## src/rtl/nn_pkg.sv

```systemverilog
`default_nettype none
// ============================================================================
// Module      : nn_pkg
// Description : Shared types and helpers for the fully-connected layer
//               engine: FSM state encoding, accumulator width derivation,
//               signed saturation and ReLU.
// Revision    : 1.0 - initial release
// ============================================================================
package nn_pkg;

   // Layer evaluation phases
   typedef enum logic [1:0] {
      ST_IDLE  = 2'd0,
      ST_ACCUM = 2'd1,
      ST_BIAS  = 2'd2,
      ST_OUT   = 2'd3
   } state_e;

   // Post-accumulation arithmetic is carried at this width so that the
   // biased, pre-shift sum never wraps for any legal DW/IN_CNT/SHIFT.
   localparam int WIDE_W = 64;
   typedef logic signed [WIDE_W-1:0] wide_t;

   // Wide enough for IN_CNT products of two extreme DW-bit values.
   function automatic int acc_width(input int dw, input int in_cnt);
      return 2 * dw + $clog2(in_cnt) + 1;
   endfunction

   // Clamp a signed value to the range of a dw-bit two's complement number.
   function automatic wide_t saturate(input wide_t value, input int dw);
      wide_t max_v;
      wide_t min_v;
      max_v = (wide_t'(1) <<< (dw - 1)) - wide_t'(1);
      min_v = -(wide_t'(1) <<< (dw - 1));
      if (value > max_v) begin
         return max_v;
      end else if (value < min_v) begin
         return min_v;
      end
      return value;
   endfunction

   // Rectified linear unit: negative values become zero.
   function automatic wide_t relu(input wide_t value);
      return (value < wide_t'(0)) ? wide_t'(0) : value;
   endfunction

endpackage
`default_nettype wire

```

## src/rtl/nn_mac_lane.sv

```systemverilog
`default_nettype none
// ============================================================================
// Module      : nn_mac_lane
// Description : One neuron lane: signed multiply-accumulate over the input
//               stream, then bias add, arithmetic rescale, saturation and
//               optional ReLU into a held output register.
// Revision    : 1.0 - initial release
// ============================================================================
module nn_mac_lane
   import nn_pkg::*;
#(
   parameter int DW    = 8,
   parameter int SHIFT = 0,
   parameter int ACC_W = 20
) (
   input  logic                 clk,
   input  logic                 layerrst_n,
   input  logic                 clr_i,
   input  logic                 mac_en_i,
   input  logic                 bias_en_i,
   input  logic                 relu_i,
   input  logic signed [DW-1:0] data_i,
   input  logic signed [DW-1:0] weight_i,
   input  logic signed [DW-1:0] bias_i,
   output logic signed [DW-1:0] result_o
);

   logic signed [2*DW-1:0]  w_prod;
   logic signed [ACC_W-1:0] acc_q;
   logic signed [ACC_W-1:0] acc_d;
   logic signed [DW-1:0]    res_q;
   logic signed [DW-1:0]    res_d;
   wide_t                   w_sum;
   wide_t                   w_scaled;
   wide_t                   w_sat;
   wide_t                   w_act;

   // Next-state for accumulator and result: clear on start, MAC on accepted
   // sample, finalise (bias, shift, clamp, activation) in the BIAS phase.
   always_comb begin
      w_prod   = (2*DW)'(data_i) * (2*DW)'(weight_i);
      // Bias is pre-scaled so it lands on the same fixed-point grid as acc.
      w_sum    = wide_t'(acc_q) + (wide_t'(bias_i) <<< SHIFT);
      w_scaled = w_sum >>> SHIFT;
      w_sat    = saturate(w_scaled, DW);
      w_act    = relu_i ? relu(w_sat) : w_sat;

      acc_d = acc_q;
      if (clr_i) begin
         acc_d = '0;
      end else if (mac_en_i) begin
         acc_d = acc_q + ACC_W'(w_prod);
      end

      res_d = res_q;
      if (bias_en_i) begin
         res_d = DW'(w_act);
      end
   end

   // Lane state registers
   always_ff @(posedge clk or negedge layerrst_n) begin
      if (!layerrst_n) begin
         acc_q <= '0;
         res_q <= '0;
      end else begin
         acc_q <= acc_d;
         res_q <= res_d;
      end
   end

   assign result_o = res_q;

endmodule
`default_nettype wire

```

## src/rtl/nn_layer_engine.sv

```systemverilog
`default_nettype none
// ============================================================================
// Module      : nn_layer_engine
// Description : Fully-connected layer engine. N lanes share one streamed
//               input vector; the controller sequences accumulation, bias
//               finalisation and a valid/ready output handshake, and drives
//               the weight/bias memory read index.
// Revision    : 1.0 - initial release
// ============================================================================
module nn_layer_engine
   import nn_pkg::*;
#(
   parameter int N      = 8,
   parameter int DW     = 8,
   parameter int IN_CNT = 8,
   parameter int SHIFT  = 0,
   parameter int ACC_W  = acc_width(DW, IN_CNT)
) (
   input  logic                       clk,
   input  logic                       layerrst_n,
   input  logic                       start,
   input  logic                       relu_en,
   input  logic                       in_valid,
   output logic                       in_ready,
   input  logic signed [DW-1:0]       in_data,
   output logic [$clog2(IN_CNT)-1:0]  in_idx,
   input  logic [N*DW-1:0]            weight,
   input  logic [N*DW-1:0]            bias,
   output logic                       out_valid,
   input  logic                       out_ready,
   output logic [N*DW-1:0]            out_data,
   output logic                       busy,
   output logic                       done
);

   localparam int                IDX_W    = $clog2(IN_CNT);
   localparam logic [IDX_W-1:0]  LAST_IDX = IDX_W'(IN_CNT - 1);

   state_e           state_q;
   logic [IDX_W-1:0] idx_q;
   logic             relu_q;
   logic             in_ready_q;
   logic             out_valid_q;
   logic             busy_q;
   logic             done_q;

   logic             w_clr;
   logic             w_mac_en;
   logic             w_bias_en;

   // Lane strobes derived from the current phase
   assign w_clr     = (state_q == ST_IDLE)  && start;
   assign w_mac_en  = (state_q == ST_ACCUM) && in_valid;
   assign w_bias_en = (state_q == ST_BIAS);

   // Layer sequencer with registered handshake and status outputs
   always_ff @(posedge clk or negedge layerrst_n) begin
      if (!layerrst_n) begin
         state_q     <= ST_IDLE;
         idx_q       <= '0;
         relu_q      <= 1'b0;
         in_ready_q  <= 1'b0;
         out_valid_q <= 1'b0;
         busy_q      <= 1'b0;
         done_q      <= 1'b0;
      end else begin
         done_q <= 1'b0;
         case (state_q)
            ST_IDLE: begin
               if (start) begin
                  state_q    <= ST_ACCUM;
                  idx_q      <= '0;
                  relu_q     <= relu_en;
                  in_ready_q <= 1'b1;
                  busy_q     <= 1'b1;
               end
            end
            ST_ACCUM: begin
               if (in_valid) begin
                  if (idx_q == LAST_IDX) begin
                     idx_q      <= '0;
                     in_ready_q <= 1'b0;
                     state_q    <= ST_BIAS;
                  end else begin
                     idx_q <= idx_q + 1'b1;
                  end
               end
            end
            ST_BIAS: begin
               out_valid_q <= 1'b1;
               state_q     <= ST_OUT;
            end
            ST_OUT: begin
               // Start arriving with the handshake is dropped: we are not
               // in IDLE until the following cycle.
               if (out_ready) begin
                  out_valid_q <= 1'b0;
                  busy_q      <= 1'b0;
                  done_q      <= 1'b1;
                  state_q     <= ST_IDLE;
               end
            end
            default: begin
               state_q <= ST_IDLE;
            end
         endcase
      end
   end

   // Neuron lanes, one per weight/bias/result slice
   for (genvar k = 0; k < N; k++) begin : g_lane
      nn_mac_lane #(
         .DW    (DW),
         .SHIFT (SHIFT),
         .ACC_W (ACC_W)
      ) u_lane (
         .clk        (clk),
         .layerrst_n (layerrst_n),
         .clr_i      (w_clr),
         .mac_en_i   (w_mac_en),
         .bias_en_i  (w_bias_en),
         .relu_i     (relu_q),
         .data_i     (in_data),
         .weight_i   (weight[k*DW +: DW]),
         .bias_i     (bias[k*DW +: DW]),
         .result_o   (out_data[k*DW +: DW])
      );
   end

   assign in_ready  = in_ready_q;
   assign in_idx    = idx_q;
   assign out_valid = out_valid_q;
   assign busy      = busy_q;
   assign done      = done_q;

endmodule
`default_nettype wire

```

## config.mk

```make
export PLATFORM = sky130hd
export DESIGN_NAME = nn_layer_engine
export DESIGN_NICKNAME = d
export VERILOG_FILES = /design/src/rtl/nn_pkg.sv /design/src/rtl/nn_mac_lane.sv /design/src/rtl/nn_layer_engine.sv
export SDC_FILE = /design/constraint.sdc
export NUM_CORES = 2
export LEC_CHECK = 0
export ABC_CLOCK_PERIOD_IN_PS = 8620
export BUFFER_PORTS_ARGS = -buffer_cell sky130_fd_sc_hd__buf_2
export CAP_MARGIN = 20
export CORE_MARGIN = 10
export CORE_UTILIZATION = 66
export CTS_CLUSTER_DIAMETER = 50
export CTS_CLUSTER_SIZE = 28
export DETAILED_ROUTE_END_ITERATION = 12
export GPL_TIMING_DRIVEN = 0
export PLACE_DENSITY = 0.85
export SLEW_MARGIN = 20
export SYNTH_ARGS = -nofsm -noshare
export SYNTH_HDL_FRONTEND = slang
export SYNTH_SLANG_ARGS = --single-unit
```

## constraint.sdc

```tcl
create_clock -name clk -period 8.62 [get_ports clk]
set_input_delay 0.862 -clock clk [delete_from_list [all_inputs] [get_ports clk]]
set_output_delay 0.862 -clock clk [all_outputs]
set_load 0.01 [all_outputs]
```

After elaboration in Yosys (flattened, before gate mapping)
Cells that the tools add are included.
{ "totals": {"regBits": 234, "input_bits": 142, "out_inout_bits": 71} }
{ "classes": {"n_addsub": 17, "mul": 8, "order_cmp": 24, "eq_ne": 8, "n_mux": 90, "reduce_logical": 13} }
{ "op_table": {"columns": ["cell", "count"], "rows": [
  ["two-way mux 64 bit", 24],
  ["greater-than comparator 64 x 8 -> 1 bit (second input constant)", 8],
  ["< comparator 64 x 1 -> 1 bit (second input constant)", 8],
  ["< comparator 64 x 8 -> 1 bit (second input constant)", 8],
  ["two-way mux 20 bit", 16],
  ["adder 20 x 8 -> 21 bit", 8],
  ["adder 20 x 16 -> 20 bit", 8],
  ["multiplier 8 x 8 -> 16 bit", 8],
  ["two-way mux 8 bit", 16],
  ["two-way mux 1 bit", 22],
  ["two-way mux 3 bit", 3],
  ["two-way mux 2 bit", 4],
  ["case mux 2 bit (4 select lines)", 1],
  ["AND reduction 4 bit", 2],
  ["nonzero test 2 bit", 4],
  ["!= test 2 bit (second input constant)", 3],
  ["case mux 1 bit (2 select lines)", 3],
  ["case mux 3 bit (2 select lines)", 1],
  ["AND reduction 3 bit", 2],
  ["== test 2 bit (second input constant)", 2],
  ["AND reduction 2 bit", 2],
  ["adder 3 x 1 -> 3 bit (second input constant)", 1],
  ["== test 3 bit (second input constant)", 1],
  ["== test 2 x 1 -> 1 bit (second input constant)", 1],
  ["other kinds (3)", 4]
]} }

Longest topological paths before layout
{ "depth": {"ltp_word": 8, "ltp_mapped": 24} }

Cells and area by module
Synthesis repeated with hierarchy kept, for this count alone.
{ "hier_totals": {"hier_cells": 5324, "area_unflattened_um2": 48590.4} }
{ "modules_own_cells": {"columns": ["module", "n_inst", "cells_per_inst", "area_each_um2"], "rows": [
  ["nn_mac_lane (g_lane[0].u_lane ...)", 4, 694, 6174.7],
  ["nn_mac_lane (g_lane[7].u_lane)", 1, 639, 5967.0],
  ["nn_mac_lane (g_lane[4].u_lane)", 1, 649, 5884.4],
  ["nn_mac_lane (g_lane[6].u_lane)", 1, 606, 5765.5],
  ["nn_mac_lane (g_lane[5].u_lane)", 1, 603, 5674.2],
  ["nn_layer_engine", 1, 51, 600.6]
]} }

Worst setup path after synthesis
No wires, ideal clock.
{ "synth_timing": {"kind": "input -> register", "startpoint": "input port in_data[7]", "endpoint": "register g_lane[1].u_lane.acc_q[18]", "setup_time_ns": 0.122, "arrival_ns": 6.507, "required_time_ns": 8.498, "setup_slack_ns": 1.991, "path_stages": 20, "path_cell_list": "clkbuf_1 clkbuf_1 and2_1 inv_1 fa_1 inv_1 fa_1 fa_1 fa_1 fa_1 ha_1 o21ai_0 a21oi_1 o21ai_0 a21oi_1 o21a_1 o311ai_0 a211oi_1 or3_1 a32o_1"} }
{ "synth_between": {"elab_chain_len": 4} }
{ "synth_rtl": {"columns": ["element", "line", "source"], "rows": [
  ["from (decl)", "nn_layer_engine.sv:25", "input logic signed [DW-1:0] in_data,"],
  ["multiplier 8 x 8 -> 16 bit", "nn_mac_lane.sv:41", "w_prod = (2*DW)'(data_i) * (2*DW)'(weight_i);"],
  ["adder 20 x 16 -> 20 bit", "nn_mac_lane.sv:52", "acc_d = acc_q + ACC_W'(w_prod);"],
  ["two-way mux 20 bit", "nn_mac_lane.sv:51", "end else if (mac_en_i) begin"],
  ["two-way mux 20 bit", "nn_mac_lane.sv:49", "if (clr_i) begin"],
  ["to (signal assigned)", "nn_mac_lane.sv:64", "acc_q <= '0;"],
  ["to (signal assigned)", "nn_mac_lane.sv:67", "acc_q <= acc_d;"],
  ["to (decl)", "nn_mac_lane.sv:29", "logic signed [ACC_W-1:0] acc_q;"]
]} }
Every way passes these cells. The select of a mux whose other input is x is not followed.
A chain may end at the register's enable or synchronous reset.

Final worst setup path
{ "layout_timing": {"startpoint": "input port in_data[7]", "endpoint": "register g_lane[5].u_lane.acc_q[18]"} }
{ "layout_between": {"elab_chain_len": 4} }
{ "layout_rtl": {"columns": ["element", "line"], "rows": [
  ["multiplier 8 x 8 -> 16 bit", "nn_mac_lane.sv:41"],
  ["adder 20 x 16 -> 20 bit", "nn_mac_lane.sv:52"],
  ["two-way mux 20 bit", "nn_mac_lane.sv:51"],
  ["two-way mux 20 bit", "nn_mac_lane.sv:49"],
  ["to (signal assigned)", "nn_mac_lane.sv:64"],
  ["to (signal assigned)", "nn_mac_lane.sv:67"],
  ["to (decl)", "nn_mac_lane.sv:29"]
]} }
Every way passes these cells. The select of a mux whose other input is x is not followed.

==> flow_metrics.py <==
metrics = {
    "synthesis": {
        "mappedNetlistArea_um2": 45480,
        "synth_area_leader_cell": "sky130_fd_sc_hd__fa_1",
        "synth-seq-area-share_pct": 12.88,
        "syn-instance-count": 4889,
        "netlist_top_cells_area": "sky130_fd_sc_hd__fa_1 (31%), sky130_fd_sc_hd__ha_1 (15%), sky130_fd_sc_hd__dfrtp_1 (13%)",
        "synthDistinctLibCells": 100,
        "yosysWarnings": 0,
        "synth-seq-cells": 234,
        "avgSynthCellArea_um2": 9.302,
        "synth_nets": 6278,
        "synth_edf_count": 0,
        "synth_top_flop_cell": "sky130_fd_sc_hd__dfrtp_1",
        "ys_async_sr_fraction_pct": 100.0,
        "synth_largest_type_area_fraction_pct": 31.34,
    },
    "power_and_ir_drop": {
        "power_frac_comb_pct": 82.0,
        "pwr-share-clk_pct": 8.7,
        "switching_power_total_mw": 10.92,
        "vdd_drop_max_v": 0.0003858,
        "power_report.internal_total_mw": 10.11,
        "seqPwrFrac_pct": 9.4,
        "fin_total_pwr_mw": 21.04,
        "swShare_pct": 51.92,
        "cellLeakagePower_nw": 25.39,
        "pwrdens_nw_per_um2": 426.5,
    },
    "sta": {
        "postLayoutSetupSlackWorst_ps": 567.1,
        "fin_crit_sh_pct": 93.42,
        "timing.max_slew.rel_slack_pct": 7.545,
        "hold_violations": 0,
        "grt_setup_unrepaired": "no",
        "setup_violations": 0,
        "final.min_clock_period_ps": 8053,
        "timing.final.max_slew_violations": 0,
        "worst_slew_pin_slew_ps": 1387,
        "peak_freq_ghz": 0.1242,
        "timing.setup.tns_ps": 0,
        "fin_skew_ps": 27.32,
        "hold_slack_ps": 117.0,
    },
    "clock_network": {
        "tritoncts_clock_tree": "done",
        "cts_num_sinks": 234,
        "clockRootBuffer": "sky130_fd_sc_hd__clkbuf_16",
        "clk_pin_slew_worst_paths_ps": 50,
        "postCtsSetupBuffers": 0,
        "cts_buffers": 44,
        "ctsResizeCount": 0,
        "clkLatencyLatePin_ps": 610,
        "cts_hold_buf": 0,
        "htree_num_levels": 2,
        "cts_max_path_buffers": 3,
    },
    "worst_setup_path": {
        "crit_fanout": 10,
        "setup.worst_path.start_class": "input port",
        "critPathArrivalTime_ps": 8550,
        "timing.reg2reg.worst_path_depth": 20,
        "crit_type": "input port to flip-flop",
        "crit_path_end_kind": "flip-flop",
        "cp_data_required_time_ps": 9120,
    },
    "die": {
        "die_y_um": 282.5,
        "die_w_um": 282.5,
        "die_footprint_um2": 79810,
        "fp.coreArea_um2": 68470,
        "core_rows": 96,
        "effective_utilization_at_floorplan_pct": 66.43,
        "io_pins": 213,
    },
    "layout": {
        "mostFrequentLayoutCell": "sky130_fd_sc_hd__inv_1",
        "layout_common_cells": "sky130_fd_sc_hd__inv_1 (870), sky130_fd_sc_hd__fa_1 (712), sky130_fd_sc_hd__ha_1 (535)",
        "drive_above_1_share_pct": 7.269,
        "area_delta_synth_final_pct": 8.463,
        "instances_no_fill": 6076,
        "final_nets": 6527,
    },
    "route": {
        "route.detailed.vias_per_inst": 6.217,
        "avgRoutedWirePerCell_um": 22.19,
        "drc_errors": 0,
        "drt.antenna.violating_nets": 0,
        "drt-total-wl_mm": 134.8,
        "routed_via_count": 37770,
        "drt_iter0_drc": 3520,
        "dr.pass1.iters": 7,
    },
    "placement": {
        "detailedPlacementHpwl_mm": 107.4,
        "dpl_worst_slack_ps": 185.9,
        "placement.io_buffers": 196,
        "gp_congestion": 0.9663,
        "place.detailed.instances": 5972,
    },
    "status": {
        "run_status": "complete, no violations",
    },
    "job": {
        "max_cap_violations": 0,
    },
    "global_routing": {
        "globalRouteTotalUtil_pct": 34.59,
        "number_of_global_route_vias_before_repair": 38780,
        "grt-ovfl-total": 0,
        "grt_start_max_net_pins": 83,
        "grt_pass1_wl_mm": 212.6,
        "antenna_violations_before_repair": 29,
    },
    "worst_hold_path": {
        "timing.hold.worst.class": "input port to async pin",
    },
}
## sequential cells by signal (all words and copies together), names as in the netlist
name	count
g_lane.u_lane.acc_q	160
out_valid	1
in_idx	3
g_lane.u_lane.result_o	64
busy	1
relu_q	1
done	1
state_q	2
in_ready	1
## area by class of cell
type                            instances  area [um^2]
Sequential cell                       234         5856
Timing Repair Buffer                  203         1159
Clock buffer                           54         1210
Fill cell                            4882        19140
Clock inverter                         27        297.8
Tap cell                              882         1104
Inverter                              878         3296
Multi-Input combinational cell       3655        35860
Antenna cell                           21        52.55
Buffer                                122        491.7
## logic make-up after synthesis
kind of cell / count (synthesis) / synth area share [%]
simple gates: 1214 / 13.43
flops: 234 / 12.88
mux: 18 / 0.4017
compound gates: 924 / 14.11
fa+ha+maj: 1247 / 46.06
buf+inv: 1000 / 8.270
xor+xnor: 252 / 4.853
## final timing paths
check / start / to / slack, ps
max: in_data[7] / g_lane[5].u_lane.acc_q[18]$_DFFE_PN0P_ / 570
min: layerrst_n / g_lane[0].u_lane.result_o[7]$_DFFE_PN0P_ / 120
max reg2reg: g_lane[6].u_lane.acc_q[6]$_DFFE_PN0P_ / g_lane[6].u_lane.acc_q[18]$_DFFE_PN0P_ / 2720
min reg2reg: g_lane[4].u_lane.result_o[7]$_DFFE_PN0P_ / g_lane[4].u_lane.result_o[7]$_DFFE_PN0P_ / 470
max in group asynchronous: layerrst_n / g_lane[2].u_lane.acc_q[13]$_DFFE_PN0P_ / 7460
min in group clk: g_lane[4].u_lane.result_o[7]$_DFFE_PN0P_ / g_lane[4].u_lane.result_o[7]$_DFFE_PN0P_ / 470
## cell usage after synthesis (all sizes together) (51+ instances only)
cell type	number
a21o	74
a21oi	201
a22o	57
and2	282
clkbuf	106
dfrtp	234
fa	712
ha	535
inv	870
nand2	402
nand3	51
nor2	199
o21ai	218
xnor2	179
xor2	73
## critical path, cell delays in order
cell and delay (ps):
sky130_fd_sc_hd__clkbuf_1 470, sky130_fd_sc_hd__buf_8 240, sky130_fd_sc_hd__clkbuf_1 880, sky130_fd_sc_hd__clkbuf_1 1080, sky130_fd_sc_hd__nand2_1 340, sky130_fd_sc_hd__inv_1 170, sky130_fd_sc_hd__fa_1 480, sky130_fd_sc_hd__inv_1 230
sky130_fd_sc_hd__fa_1 430, sky130_fd_sc_hd__inv_1 90, sky130_fd_sc_hd__fa_1 420, sky130_fd_sc_hd__fa_1 490, sky130_fd_sc_hd__ha_1 300, sky130_fd_sc_hd__ha_1 360, sky130_fd_sc_hd__a21o_1 190, sky130_fd_sc_hd__o21a_1 200
sky130_fd_sc_hd__o311ai_1 410, sky130_fd_sc_hd__a2111oi_0 230, sky130_fd_sc_hd__or3_1 360, sky130_fd_sc_hd__a32o_1 250
## power by group through the flow
stage | clock (mW) | combinational [mW] | sequential, mW
after detailed placement | 0 | 16.8 | 1.97
after global placement | 0 | 16.1 | 1.96
final | 1.82 | 17.3 | 1.97
after global routing | 1.88 | 19.4 | 2.02
after CTS | 1.83 | 17.0 | 1.96
after floorplan | 0 | 12.9 | 1.89
## per-layer routing
metal  wire length [um]  track usage [%]
met2              58620            52.21
met1              49000            42.44
met5                173                0
met4               9496            20.24
met3              17520            12.37
## stage by stage
step,area (um^2),util (%)
after floorplan,45480,-
after global placement,47560,69.47
after detailed placement,47730,69.71
after CTS,49240,71.92
after global routing,49290,72.00
final,49330,72.05
Power figures use the tool's default switching activity.
